===== src/rtl/cbc_decrypt_ctrl.sv =====
// rtl/cbc_decrypt_ctrl.sv - CBC/ECB block sequencer and chainer around the Decipher core
//
// Runs one ciphertext block at a time through Decipher.
// For each block it pulses Decipher's reset, waits for decipherDone and
// registers the plaintext result.
//
// With CBC_CHAIN_EN defined:
//   - each Decipher result is XORed with the previous ciphertext block,
//     or with the IV for the first block.
// With CBC_CHAIN_EN undefined (ECB):
//   - the raw Decipher result is emitted;
//   - ivIn and ivLoad are ignored.
//
// Ports:
//   clk, resetN               clock, asynchronous active-low reset
//   keyReady                  key schedule valid; loss while running aborts the block
//   ivIn, ivLoad              IV value and load strobe (honoured in IDLE only)
//   cipherText/Valid/Ready    ciphertext input stream
//   resetDecipher             Decipher reset (1 = held/cleared, 0 = run)
//   decipherIn                ciphertext presented to Decipher
//   decipherOut, decipherDone Decipher result and completion flag
//   plainText/Valid/Ready     plaintext output stream (registered, held until accepted)
//   abortPulse                single-cycle flag on timeout or key loss
`timescale 1ns/1ps

module cbc_decrypt_ctrl #(
    parameter int BLOCK_W        = 128,
    parameter int TIMEOUT_CYCLES = 64
) (
    input  logic               clk,
    input  logic               resetN,
    input  logic               keyReady,
    input  logic [BLOCK_W-1:0] ivIn,
    input  logic               ivLoad,
    input  logic [BLOCK_W-1:0] cipherText,
    input  logic               cipherValid,
    output logic               cipherReady,
    output logic               resetDecipher,
    output logic [BLOCK_W-1:0] decipherIn,
    input  logic [BLOCK_W-1:0] decipherOut,
    input  logic               decipherDone,
    output logic [BLOCK_W-1:0] plainText,
    output logic               plainValid,
    input  logic               plainReady,
    output logic               abortPulse
);

    localparam int CNT_W = $clog2(TIMEOUT_CYCLES + 1);

    typedef enum logic [1:0] {
        IDLE = 2'd0,
        LOAD = 2'd1,
        RUN  = 2'd2,
        OUT  = 2'd3
    } state_t;

    state_t             state;
    state_t             state_nxt;
    logic [CNT_W-1:0]   run_cnt;
    logic               accept;
    logic               abort_hit;

`ifdef CBC_CHAIN_EN
    logic [BLOCK_W-1:0] chain;
    logic [BLOCK_W-1:0] ct_buf;

    // A pending IV load takes the IDLE cycle, so no block is taken alongside it.
    assign cipherReady = resetN && (state == IDLE) && keyReady && !ivLoad;
`else
    logic ecb_unused;
    assign ecb_unused  = ^{ivIn, ivLoad};
    assign cipherReady = resetN && (state == IDLE) && keyReady;
`endif

    assign accept        = cipherValid && cipherReady;
    assign resetDecipher = (state != RUN);

    // A completion in the same cycle as a timeout or key loss is still delivered.
    assign abort_hit  = (state == RUN) && !decipherDone &&
                        ((run_cnt == CNT_W'(TIMEOUT_CYCLES)) || !keyReady);
    assign abortPulse = abort_hit;

    always_comb begin
        state_nxt = state;
        case (state)
            IDLE: if (accept) state_nxt = LOAD;
            LOAD: state_nxt = RUN;
            RUN: begin
                if (decipherDone)   state_nxt = OUT;
                else if (abort_hit) state_nxt = IDLE;
            end
            OUT: if (plainReady) state_nxt = IDLE;
            default: state_nxt = IDLE;
        endcase
    end

    always_ff @(posedge clk or negedge resetN) begin
        if (!resetN) begin
            state      <= IDLE;
            run_cnt    <= '0;
            decipherIn <= '0;
            plainText  <= '0;
            plainValid <= 1'b0;
`ifdef CBC_CHAIN_EN
            chain      <= '0;
            ct_buf     <= '0;
`endif
        end else begin
            state <= state_nxt;
            case (state)
                IDLE: begin
`ifdef CBC_CHAIN_EN
                    if (ivLoad) chain <= ivIn;
`endif
                    if (accept) begin
                        decipherIn <= cipherText;
`ifdef CBC_CHAIN_EN
                        ct_buf     <= cipherText;
`endif
                    end
                end
                LOAD: run_cnt <= '0;
                RUN: begin
                    if (decipherDone) begin
`ifdef CBC_CHAIN_EN
                        plainText <= decipherOut ^ chain;
                        chain     <= ct_buf;
`else
                        plainText <= decipherOut;
`endif
                        plainValid <= 1'b1;
                    end else if (!abort_hit) begin
                        run_cnt <= run_cnt + 1'b1;
                    end
                end
                OUT: if (plainReady) plainValid <= 1'b0;
                default: ;
            endcase
        end
    end

endmodule


===== config.mk =====
export PLATFORM = sky130hd
export DESIGN_NAME = cbc_decrypt_ctrl
export DESIGN_NICKNAME = d
export VERILOG_FILES = /design/src/rtl/cbc_decrypt_ctrl.sv
export SDC_FILE = /design/constraint.sdc
export NUM_CORES = 1
export LEC_CHECK = 0
export ABC_CLOCK_PERIOD_IN_PS = 2240
export BUFFER_PORTS_ARGS = -buffer_cell sky130_fd_sc_hd__buf_2
export CORE_AREA = 4 4 253 255
export CTS_CLUSTER_DIAMETER = 80
export DETAILED_ROUTE_END_ITERATION = 7
export DIE_AREA = 0 0 257 259
export SKIP_CTS_REPAIR_TIMING = 1
export SYNTH_ARGS = -nofsm -noshare
export SYNTH_HDL_FRONTEND = slang
export SYNTH_SLANG_ARGS = --single-unit

===== constraint.sdc =====
create_clock -name clk -period 2.24 [get_ports clk]
set_input_delay 0.448 -clock clk [delete_from_list [all_inputs] [get_ports clk]]
set_output_delay 0.448 -clock clk [all_outputs]
set_load 0.02 [all_outputs]

==> results.py, run 1 <==
metrics = {
    "status": {
        "run_status": "completed",
    },
    "placed_design": {
        "portBuffers": 521,
        "detailed_placement_wirelength_estimate_um": 24040,
        "place_congestion": 0.8118,
        "post-place-ws_ps": 298.2,
        "dp.cells": 1949,
    },
    "sta": {
        "final-setup-viol-count": 0,
        "least_margin_pin_slew_ps": 706.7,
        "skew_ps": 13.05,
        "post-route-period-util_pct": 94.54,
        "final_max_slew_viol_count": 0,
        "max-slew-margin-rel_pct": 52.89,
        "hold_violations": 0,
        "maxClockFrequency_mhz": 472.2,
        "fin_crit_ps": 2118,
        "layout_setup_ws_ps": 122.4,
    },
    "pwr": {
        "p_sw_share_pct": 38.42,
        "sequentialPowerShare_pct": 36.0,
        "internal-power_mw": 14.38,
        "powerDensity_mw_per_mm2": 1567,
        "p_sw_mw": 8.971,
        "power.clock.fraction_pct": 22.7,
        "power_mw": 23.35,
        "max-vdd-ir-drop_mv": 0.7313,
        "power_frac_comb_pct": 41.3,
        "p_leak_nw": 7.208,
    },
    "grt": {
        "grt_remaining_overflow": 0,
        "maximum_number_of_pins_on_one_net_before_global_route_repair": 125,
        "grt_antenna_before_repair": 8,
        "first_global_vias": 8064,
        "grt_pass1_wl_um": 46910,
        "grtUsageTotal_pct": 9.039,
    },
    "drt": {
        "remaining_drc_errors": 0,
        "drt_pass1_iterations": 4,
        "antenna_violating_nets_post_route": 0,
        "wl_per_cell_um": 15.36,
        "routed_via_density": 3.552,
        "drtIter0Drc": 253,
        "detailroute.via_count": 7168,
        "totalWireLength_um": 31000,
    },
    "synth": {
        "syn-instance-count": 604,
        "syn_area_mm2": 0.01003,
        "yosys.cell_count.top_type": "sky130_fd_sc_hd__dfrtp_1",
        "synth_seq_cells": 266,
        "synthDistinctLibCells": 30,
        "synth_edf_count": 0,
        "synth_nets": 997,
        "synth_largest_type_area_fraction_pct": 66.39,
        "yosys-top-cells-area": "sky130_fd_sc_hd__dfrtp_1, sky130_fd_sc_hd__mux2_2, sky130_fd_sc_hd__mux2_1",
        "register_area_share_after_synthesis_pct": 66.39,
        "synth_top_flop_cell": "sky130_fd_sc_hd__dfrtp_1",
        "synthArstFlopShare_pct": 100.0,
        "synth_top_area_cell": "sky130_fd_sc_hd__dfrtp_1",
        "synth_common_cells": "sky130_fd_sc_hd__dfrtp_1, sky130_fd_sc_hd__mux2_2, sky130_fd_sc_hd__buf_2",
        "yosys_warnings": 0,
        "postSynthAreaPerCell_um2": 16.60,
    },
    "final_layout": {
        "fin_nets": 1544,
        "drive_above_1_share_pct": 71.37,
        "final.fill_count": 6527,
        "area_growth_syn_to_layout_pct": 48.61,
        "layoutNonFillerInstCount": 2018,
    },
    "setup_path": {
        "crit_path_max_fanout": 10,
        "cp.buffers_inverters": 2,
        "path_delay_family": "flip-flops",
        "setup.worst_path.end_class": "primary output",
        "worstSetupPathType": "flop to primary output",
        "max_stage_delay_ps": 460,
        "startpoint_type": "flop",
        "critical_path.cell_chain": "nor2_2 > buf_4 > and3_1 > buf_2",
        "worstPathRequired_ps": 1790,
        "worst_ep_arrival_time_ps": 1670,
        "cpMaxStageDelayCell": "sky130_fd_sc_hd__dfrtp_1",
    },
    "die": {
        "starting_density_of_the_core_pct": 16.28,
        "die_area_mm2": 0.06656,
        "core_region_area_mm2": 0.06160,
        "chipWidth_um": 257,
        "die_height_um": 259,
        "design.portCount": 651,
        "core.rowCount": 91,
    },
    "clock_network": {
        "deepest_level_of_the_cts_h_tree": 2,
        "clockBufferDepth": 3,
        "cts_root_buf": "sky130_fd_sc_hd__clkbuf_16",
        "cts.clk_slew.worst_paths_ps": 60,
        "tritoncts_num_sinks": 266,
        "cts_inserted_buffers": 34,
        "cts_tree": "built",
        "worstSkewPairLatency_ps": 530,
    },
    "run": {
        "cap_violations": 0,
    },
    "worst_hold_path": {
        "min-delay-path-class": "input port to asynchronous set/reset pin",
    },
}
[area by class of cell]
cell class | count | area (µm²) | share of cell area [%]
clock buffers | 48 | 993.5 | 6.668
well taps | 837 | 1047 | 7.029
multi-input cells | 302 | 3193 | 21.43
flip-flops and latches | 266 | 6656 | 44.68
clock inverters | 14 | 115.1 | 0.7726
inverters | 5 | 18.77 | 0.1260
repair buffers | 542 | 2865 | 19.23
diodes | 4 | 10.01 | 0.06718
[cells in the final DEF (no fill, tap or decap), types with 4 or more instances in the layout]
| master | n |
|---|---|
| sky130_fd_sc_hd__a21oi_1 | 5 |
| sky130_fd_sc_hd__mux2_1 | 21 |
| sky130_fd_sc_hd__buf_2 | 519 |
| sky130_fd_sc_hd__mux2_2 | 236 |
| sky130_fd_sc_hd__clkbuf_1 | 5 |
| sky130_fd_sc_hd__inv_6 | 4 |
| sky130_fd_sc_hd__buf_12 | 7 |
| sky130_fd_sc_hd__dfrtp_1 | 266 |
| sky130_fd_sc_hd__clkbuf_16 | 34 |
| sky130_fd_sc_hd__clkbuf_8 | 9 |
| sky130_fd_sc_hd__nand2_1 | 5 |
| sky130_fd_sc_hd__buf_4 | 15 |
| sky130_fd_sc_hd__clkinv_2 | 4 |
| sky130_fd_sc_hd__diode_2 | 4 |
| sky130_fd_sc_hd__inv_1 | 5 |
[logic make-up (layout without fill, tap and decap cells)]
| kind of cell | after synthesis | in the layout | synth area share, % |
|---|---|---|---|
| DFF | 266 | 266 | 66.39 |
| muxes | 258 | 258 | 28.97 |
| AOI/OAI and AO/OA | 16 | 16 | 1.073 |
| adders and majority gates | 2 | 2 | 0.2496 |
| buffers and inverters | 36 | 609 | 1.859 |
| and+or+nand+nor | 26 | 26 | 1.460 |
| other | 0 | 4 | 0 |
[final timing paths]
kind	from	end	slack, ps	cells after the start
min reg2reg	decipherIn[68]$_DFFE_PN0P_	decipherIn[68]$_DFFE_PN0P_	480	1
min	resetN	plainText[57]$_DFFE_PN0P_	30	2
max reg2reg	state[0]$_DFFE_PN0P_	run_cnt[1]$_DFFE_PN0P_	410	3
max	state[0]$_DFFE_PN0P_	cipherReady	120	4
min in group clk	cipherText[68]	decipherIn[68]$_DFFE_PN0P_	130	2
max in group asynchronous	resetN	decipherIn[98]$_DFFE_PN0P_	1620	2
[state kept, by name (all words and copies together), names as in the netlist]
register,count
state,2
decipherIn,128
plainValid,1
plainText,128
run_cnt,7
[metal layers]
layer / vias to the layer above / wire length (µm) / GRT usage (%)
met5: - / 20 / 0
met4: 2 / 1025 / 3.728
met2: 379 / 15100 / 15.66
li1: 3242 / - / -
met3: 60 / 3141 / 3.736
met1: 3485 / 11710 / 9.807
[power groups by stage]
| stage | Sequential (mW) | Clock [mW] | Combinational [mW] |
|---|---|---|---|
| finish | 8.39 | 5.31 | 9.64 |
| global route | 8.71 | 5.77 | 10.3 |
| CTS | 8.43 | 5.58 | 9.80 |
| detailed placement | 8.47 | 0 | 9.80 |
| global placement | 8.37 | 0 | 9.66 |
| floorplan | 11.3 | 0 | 2.99 |
[stage by stage]
step           instance area, µm²  TNS [ps]  utilization [%]  hold slack (ps)
6_report                    14900         0            24.19            26.28
2_1_floorplan               10030         0                -            152.4
5_1_grt                     14900    -14.79            24.19            45.07
3_5_place_dp                13750         0            22.32            475.4
3_3_place_gp                13750         0            22.32            471.0
4_1_cts                     14850    -73.41            24.11            8.928
No activity file was read; power rests on OpenSTA's default activity.
==> inputs of run 2 (changes only) <==
ABC_CLOCK_PERIOD_IN_PS = 1900   (was 2240)
CORE_AREA = 4 4 251 253   (was 4 4 253 255)
DIE_AREA = 0 0 255 257   (was 0 0 257 259)
MAX_ROUTING_LAYER = met4   (was not set)
RECOVER_POWER = 100   (was not set)
clock period = 1.9 ns   (was 2.24 ns; I/O delays follow)
==> run 2 against run 1 <==
Non-clock buffer count up 28. Count of clock-buffer cells in the layout down 3. Wire length up 0.81%. Flip-flop and latch count unchanged. Clock power up 6.4%. Critical endpoint is now abortPulse. Core utilization up 0.34 points. The run now ends with setup timing left. Clock skew down 2.6 ps. Largest power group unchanged. Global-route usage about the same. Combinational power up 21%. Die area down 1.5%. Total power up 17%. Final area up 0.45%. Critical path type unchanged.
==> results.py, run 2 (synthesized netlist as in run 1, its figures left out) <==
metrics = {
    "status": {
        "run_status": "complete, but fails checks",
        "failed_checks": "setup timing",
    },
    "final_layout": {
        "multi_input_area_mm2": 0.003223,
        "regArea_mm2": 0.006659,
        "drive_above_1_share_pct": 71.05,
        "final_area_mm2": 0.01497,
        "fin_nets": 1568,
        "area_growth_syn_to_layout_pct": 49.28,
        "final.fill_count": 6405,
        "layoutNonFillerInstCount": 1988,
        "final_common_cell": "sky130_fd_sc_hd__buf_2",
        "reg_top3": "decipherIn: 128 flops, plainText: 128 flops, run_cnt: 7 flops",
        "fin_util_pct": 24.52,
        "layout.cells.most_common_list": "sky130_fd_sc_hd__buf_2, sky130_fd_sc_hd__dfrtp_1, sky130_fd_sc_hd__mux2_2, sky130_fd_sc_hd__clkbuf_16, sky130_fd_sc_hd__buf_4",
    },
    "die": {
        "die_height_um": 257,
        "core_region_area_mm2": 0.06103,
        "die_area_mm2": 0.06554,
        "chipWidth_um": 255,
        "core.rowCount": 91,
        "design.portCount": 651,
        "starting_density_of_the_core_pct": 16.43,
    },
    "drt": {
        "totalWireLength_um": 31250,
        "detailroute.via_count": 7216,
        "routed_via_density": 3.630,
        "wl_per_cell_um": 15.72,
        "antenna_violating_nets_post_route": 0,
        "drt_pass1_iterations": 4,
        "drtIter0Drc": 187,
        "remaining_drc_errors": 0,
    },
    "clock_network": {
        "worstSkewPairLatency_ps": 560,
        "cts_root_buf": "sky130_fd_sc_hd__clkbuf_16",
        "clockBufferDepth": 3,
        "deepest_level_of_the_cts_h_tree": 1,
        "cts_tree": "built",
        "tritoncts_num_sinks": 266,
        "cts_inserted_buffers": 30,
        "cts.clk_slew.worst_paths_ps": 60,
    },
    "sta": {
        "tns_ps": -302.8,
        "final-setup-viol-count": 2,
        "fin_worst_hold_slack_ps": 36.63,
        "layout_setup_ws_ps": -194.5,
        "final_max_slew_viol_count": 0,
        "maxClockFrequency_mhz": 477.4,
        "max-slew-margin-rel_pct": 30.62,
        "grt_setup_unrepaired": "true",
        "skew_ps": 10.44,
        "post-route-period-util_pct": 110.2,
        "fin_crit_ps": 2094,
        "least_margin_pin_slew_ps": 1041,
        "hold_violations": 0,
    },
    "setup_path": {
        "startpoint_type": "flop",
        "setup.worst_path.end_class": "primary output",
        "worstSetupPathType": "flop to primary output",
        "crit_path_max_fanout": 6,
        "worstPathRequired_ps": 1520,
        "worst_ep_arrival_time_ps": 1710,
    },
    "grt": {
        "grtUsageTotal_pct": 9.046,
        "grt_pass1_wl_um": 45260,
        "maximum_number_of_pins_on_one_net_before_global_route_repair": 123,
        "grt_antenna_before_repair": 3,
        "first_global_vias": 7954,
        "grt_remaining_overflow": 0,
    },
    "pwr": {
        "power.clock.fraction_pct": 20.7,
        "p_sw_share_pct": 38.06,
        "p_sw_mw": 10.38,
        "p_leak_nw": 7.262,
        "internal-power_mw": 16.89,
        "max-vdd-ir-drop_mv": 0.8126,
        "sequentialPowerShare_pct": 36.5,
        "power_frac_comb_pct": 42.8,
        "powerDensity_mw_per_mm2": 1822,
    },
    "placed_design": {
        "place_congestion": 0.7921,
        "placed_standard_cell_area_mm2": 0.01379,
        "detailed_placement_wirelength_estimate_um": 24390,
        "dp.cells": 1914,
        "portBuffers": 521,
    },
    "worst_hold_path": {
        "min-delay-path-class": "input port to flop",
    },
    "run": {
        "cap_violations": 0,
    },
}
## run 2: cell types whose count changed in the layout (fill, tap and decap cells not counted), moves of 3 or more
cell	change
sky130_fd_sc_hd__clkbuf_8	-3
sky130_fd_sc_hd__buf_6	+4
sky130_fd_sc_hd__clkbuf_1	+4
sky130_fd_sc_hd__inv_6	-4
sky130_fd_sc_hd__clkbuf_16	-3
sky130_fd_sc_hd__dlygate4sd3_1	+11
sky130_fd_sc_hd__buf_4	+14
## run 2: area by class of cell
class                      instances  area share, %
multi-input combinational        302          21.53
clock buffer                      45          5.869
clock inverter                     7         0.5852
tap                              790          6.604
inverter                           5         0.1254
antenna                            3        0.05016
timing repair buffer             570          20.74
sequential                       266          44.49
## run 2: critical path, stage by stage, from the launching register on
cell and delay [ps]:
sky130_fd_sc_hd__dfrtp_2 450, sky130_fd_sc_hd__nor2_2 150, sky130_fd_sc_hd__a41o_1 210, sky130_fd_sc_hd__nor3b_2 180, sky130_fd_sc_hd__buf_4 170
## run 2: power by group through the flow
stage               sequential [mW]  clock [mW]  combinational [mW]
global route                   10.3        6.12                12.5
CTS                            9.98        5.86                11.7
global placement               9.90           0                11.5
finish                         9.96        5.65                11.7
floorplan                      13.3           0                3.52
detailed placement             10.0           0                11.7
## run 2: final timing paths
kind,slack (ps),from,depth (start not counted),to
worst max-delay path,-190,run_cnt[2]$_DFFE_PN0P_,4,abortPulse
worst min-delay path,40,cipherText[66],2,decipherIn[66]$_DFFE_PN0P_
worst max register to register,110,state[0]$_DFFE_PN0P_,4,run_cnt[1]$_DFFE_PN0P_
worst min register to register,480,decipherIn[65]$_DFFE_PN0P_,1,decipherIn[65]$_DFFE_PN0P_
max in group asynchronous,230,resetN,3,state[0]$_DFFE_PN0P_
min in group asynchronous,840,resetN,3,plainText[33]$_DFFE_PN0P_
## run 2: through the flow
step / setup slack, ps / power [mW]
2_1_floorplan: 227.0 / 16.87
3_3_place_gp: 193.3 / 21.42
3_5_place_dp: 133.4 / 21.71
4_1_cts: -313.3 / 27.53
5_1_grt: -306.7 / 28.92
6_report: -194.5 / 27.27
## run 2: metal layers
metal	up-vias	wire [µm]	GRT usage, %
met1	3528	11690	9.611
met2	360	15600	16.01
met3	45	3264	3.143
li1	3283	-	-
met4	0	694	2.410
met5	-	0	-
==> inputs of run 3 (changes only) <==
GPL_TIMING_DRIVEN = 0   (was not set)
==> run 3 against run 2 <==
The flow finishes with violations (slew limit, setup timing). Hold slack got worse by 32 ps. Core utilization fell by 0.78 points. Clock power rose by 5.7%. Critical endpoint unchanged.
==> results.py, run 3 (synthesized netlist as in run 1, its figures left out) <==
metrics = {
    "status": {
        "run_status": "complete, but fails checks",
        "failed_checks": "slew limit, setup timing",
    },
    "clock_network": {
        "clockBufferDepth": 3,
        "cts_root_buf": "sky130_fd_sc_hd__clkbuf_16",
        "deepest_level_of_the_cts_h_tree": 1,
        "cts_tree": "built",
        "cts_inserted_buffers": 30,
        "tritoncts_num_sinks": 266,
        "worstSkewPairLatency_ps": 560,
        "cts.clk_slew.worst_paths_ps": 60,
    },
    "grt": {
        "grt_remaining_overflow": 0,
        "grt_pass1_wl_um": 46150,
        "grt_antenna_before_repair": 3,
        "grtUsageTotal_pct": 9.250,
        "first_global_vias": 7843,
        "maximum_number_of_pins_on_one_net_before_global_route_repair": 114,
    },
    "setup_path": {
        "path_delay_family": "flip-flops",
        "critical_path.cell_chain": "inv_1 > ha_2 > a41o_1 > nor3b_2 > buf_4",
        "startpoint_type": "flop",
        "cpMaxStageDelayCell": "sky130_fd_sc_hd__dfrtp_1",
        "worstPathRequired_ps": 1520,
        "max_stage_delay_ps": 400,
        "worstSetupPathType": "flop to primary output",
        "crit_path_max_fanout": 3,
        "worst_ep_arrival_time_ps": 1710,
        "setup.worst_path.end_class": "primary output",
        "cp.buffers_inverters": 2,
    },
    "die": {
        "core_region_area_mm2": 0.06103,
        "die_height_um": 257,
        "design.portCount": 651,
        "core.rowCount": 91,
        "die_area_mm2": 0.06554,
        "chipWidth_um": 255,
        "starting_density_of_the_core_pct": 16.43,
    },
    "sta": {
        "least_margin_pin_slew_ps": 1524,
        "fin_crit_ps": 2093,
        "layout_setup_ws_ps": -193.1,
        "final-setup-viol-count": 11,
        "hold_violations": 0,
        "tns_ps": -653.4,
        "final_max_slew_viol_count": 63,
        "skew_ps": 5.931,
        "grt_setup_unrepaired": "true",
        "post-route-period-util_pct": 110.2,
        "maxClockFrequency_mhz": 477.8,
        "max-slew-margin-rel_pct": -1.629,
    },
    "pwr": {
        "p_sw_share_pct": 39.63,
        "p_leak_nw": 6.442,
        "power.clock.fraction_pct": 22.3,
        "p_sw_mw": 10.60,
        "power_frac_comb_pct": 40.2,
        "powerDensity_mw_per_mm2": 1846,
        "max-vdd-ir-drop_mv": 0.8284,
        "power_mw": 26.74,
        "sequentialPowerShare_pct": 37.4,
        "internal-power_mw": 16.14,
    },
    "drt": {
        "antenna_violating_nets_post_route": 0,
        "drtIter0Drc": 244,
        "totalWireLength_um": 32380,
        "drt_pass1_iterations": 4,
        "remaining_drc_errors": 0,
        "routed_via_density": 3.678,
        "detailroute.via_count": 7290,
        "wl_per_cell_um": 16.34,
    },
    "worst_hold_path": {
        "min-delay-path-class": "input port to asynchronous set/reset pin",
    },
    "placed_design": {
        "portBuffers": 521,
        "place_congestion": 0.7804,
        "detailed_placement_wirelength_estimate_um": 25620,
    },
    "final_layout": {
        "layout.cells.most_common_list": "sky130_fd_sc_hd__buf_2, sky130_fd_sc_hd__dfrtp_1, sky130_fd_sc_hd__clkbuf_1, sky130_fd_sc_hd__mux2_2, sky130_fd_sc_hd__clkbuf_16",
        "reg_top3": "decipherIn: 128 flops, plainText: 128 flops, run_cnt: 7 flops",
        "drive_above_1_share_pct": 49.58,
        "area_growth_syn_to_layout_pct": 44.52,
        "fin_nets": 1561,
        "final_common_cell": "sky130_fd_sc_hd__buf_2",
    },
    "run": {
        "cap_violations": 0,
    },
}
==> run 3: area by class of cell <==
cell class | instances | area (µm²)
timing repair buffer | 532 | 2400
antenna | 2 | 5.005
clock inverter | 7 | 93.84
multi-input combinational | 302 | 3193
tap | 790 | 988.4
clock buffer | 47 | 945.9
buffer | 31 | 187.7
sequential | 266 | 6656
inverter | 5 | 18.77
fill | 6554 | 46540
==> run 3: worst paths after layout <==
| path | cells after the start | startpoint | to | slack, ps |
|---|---|---|---|---|
| hold reg to reg | 1 | decipherIn[70]$_DFFE_PN0P_ | decipherIn[70]$_DFFE_PN0P_ | 490 |
| min in group clk | 2 | cipherText[66] | decipherIn[66]$_DFFE_PN0P_ | 30 |
| setup reg to reg | 5 | state[1]$_DFFE_PN0P_ | plainText[122]$_DFFE_PN0P_ | -50 |
| setup / recovery | 5 | run_cnt[1]$_DFFE_PN0P_ | abortPulse | -190 |
| max in group asynchronous | 2 | resetN | decipherIn[88]$_DFFE_PN0P_ | 370 |
| hold / removal | 2 | resetN | decipherIn[104]$_DFFE_PN0P_ | 4 |
==> run 3: layer usage <==
layer  vias to the layer above  GRT usage, %  wire [µm]
li1                       3277             -          -
met1                      3591         10.70      12950
met2                       369         15.80      15800
met3                        53         2.385       2716
met4                         0         2.789        917
met5                         -             -          0
==> run 3: through the flow <==
step	hold WS [ps]	util [%]	setup slack (ps)	instances	cell area, µm²
after global placement	470.6	22.32	-4803	1915	13620
final	4.441	23.74	-193.1	1982	14490
after CTS	-294.3	24.13	-292.6	1971	14730
after floorplan	84.41	-	227.0	604	10030
after detailed placement	324.3	22.43	-901.8	1917	13690
after global routing	10.14	23.74	-323.2	1982	14490
==> run 3: power by group through the flow <==
stage                     clock, mW  sequential, mW  combinational [mW]
after floorplan                   0            13.3                3.52
after global placement            0            9.86                11.4
after detailed placement          0            9.98                11.6
after CTS                      6.18            9.93                11.6
after global routing           6.39            10.3                11.5
final                          5.97            10.0                10.8
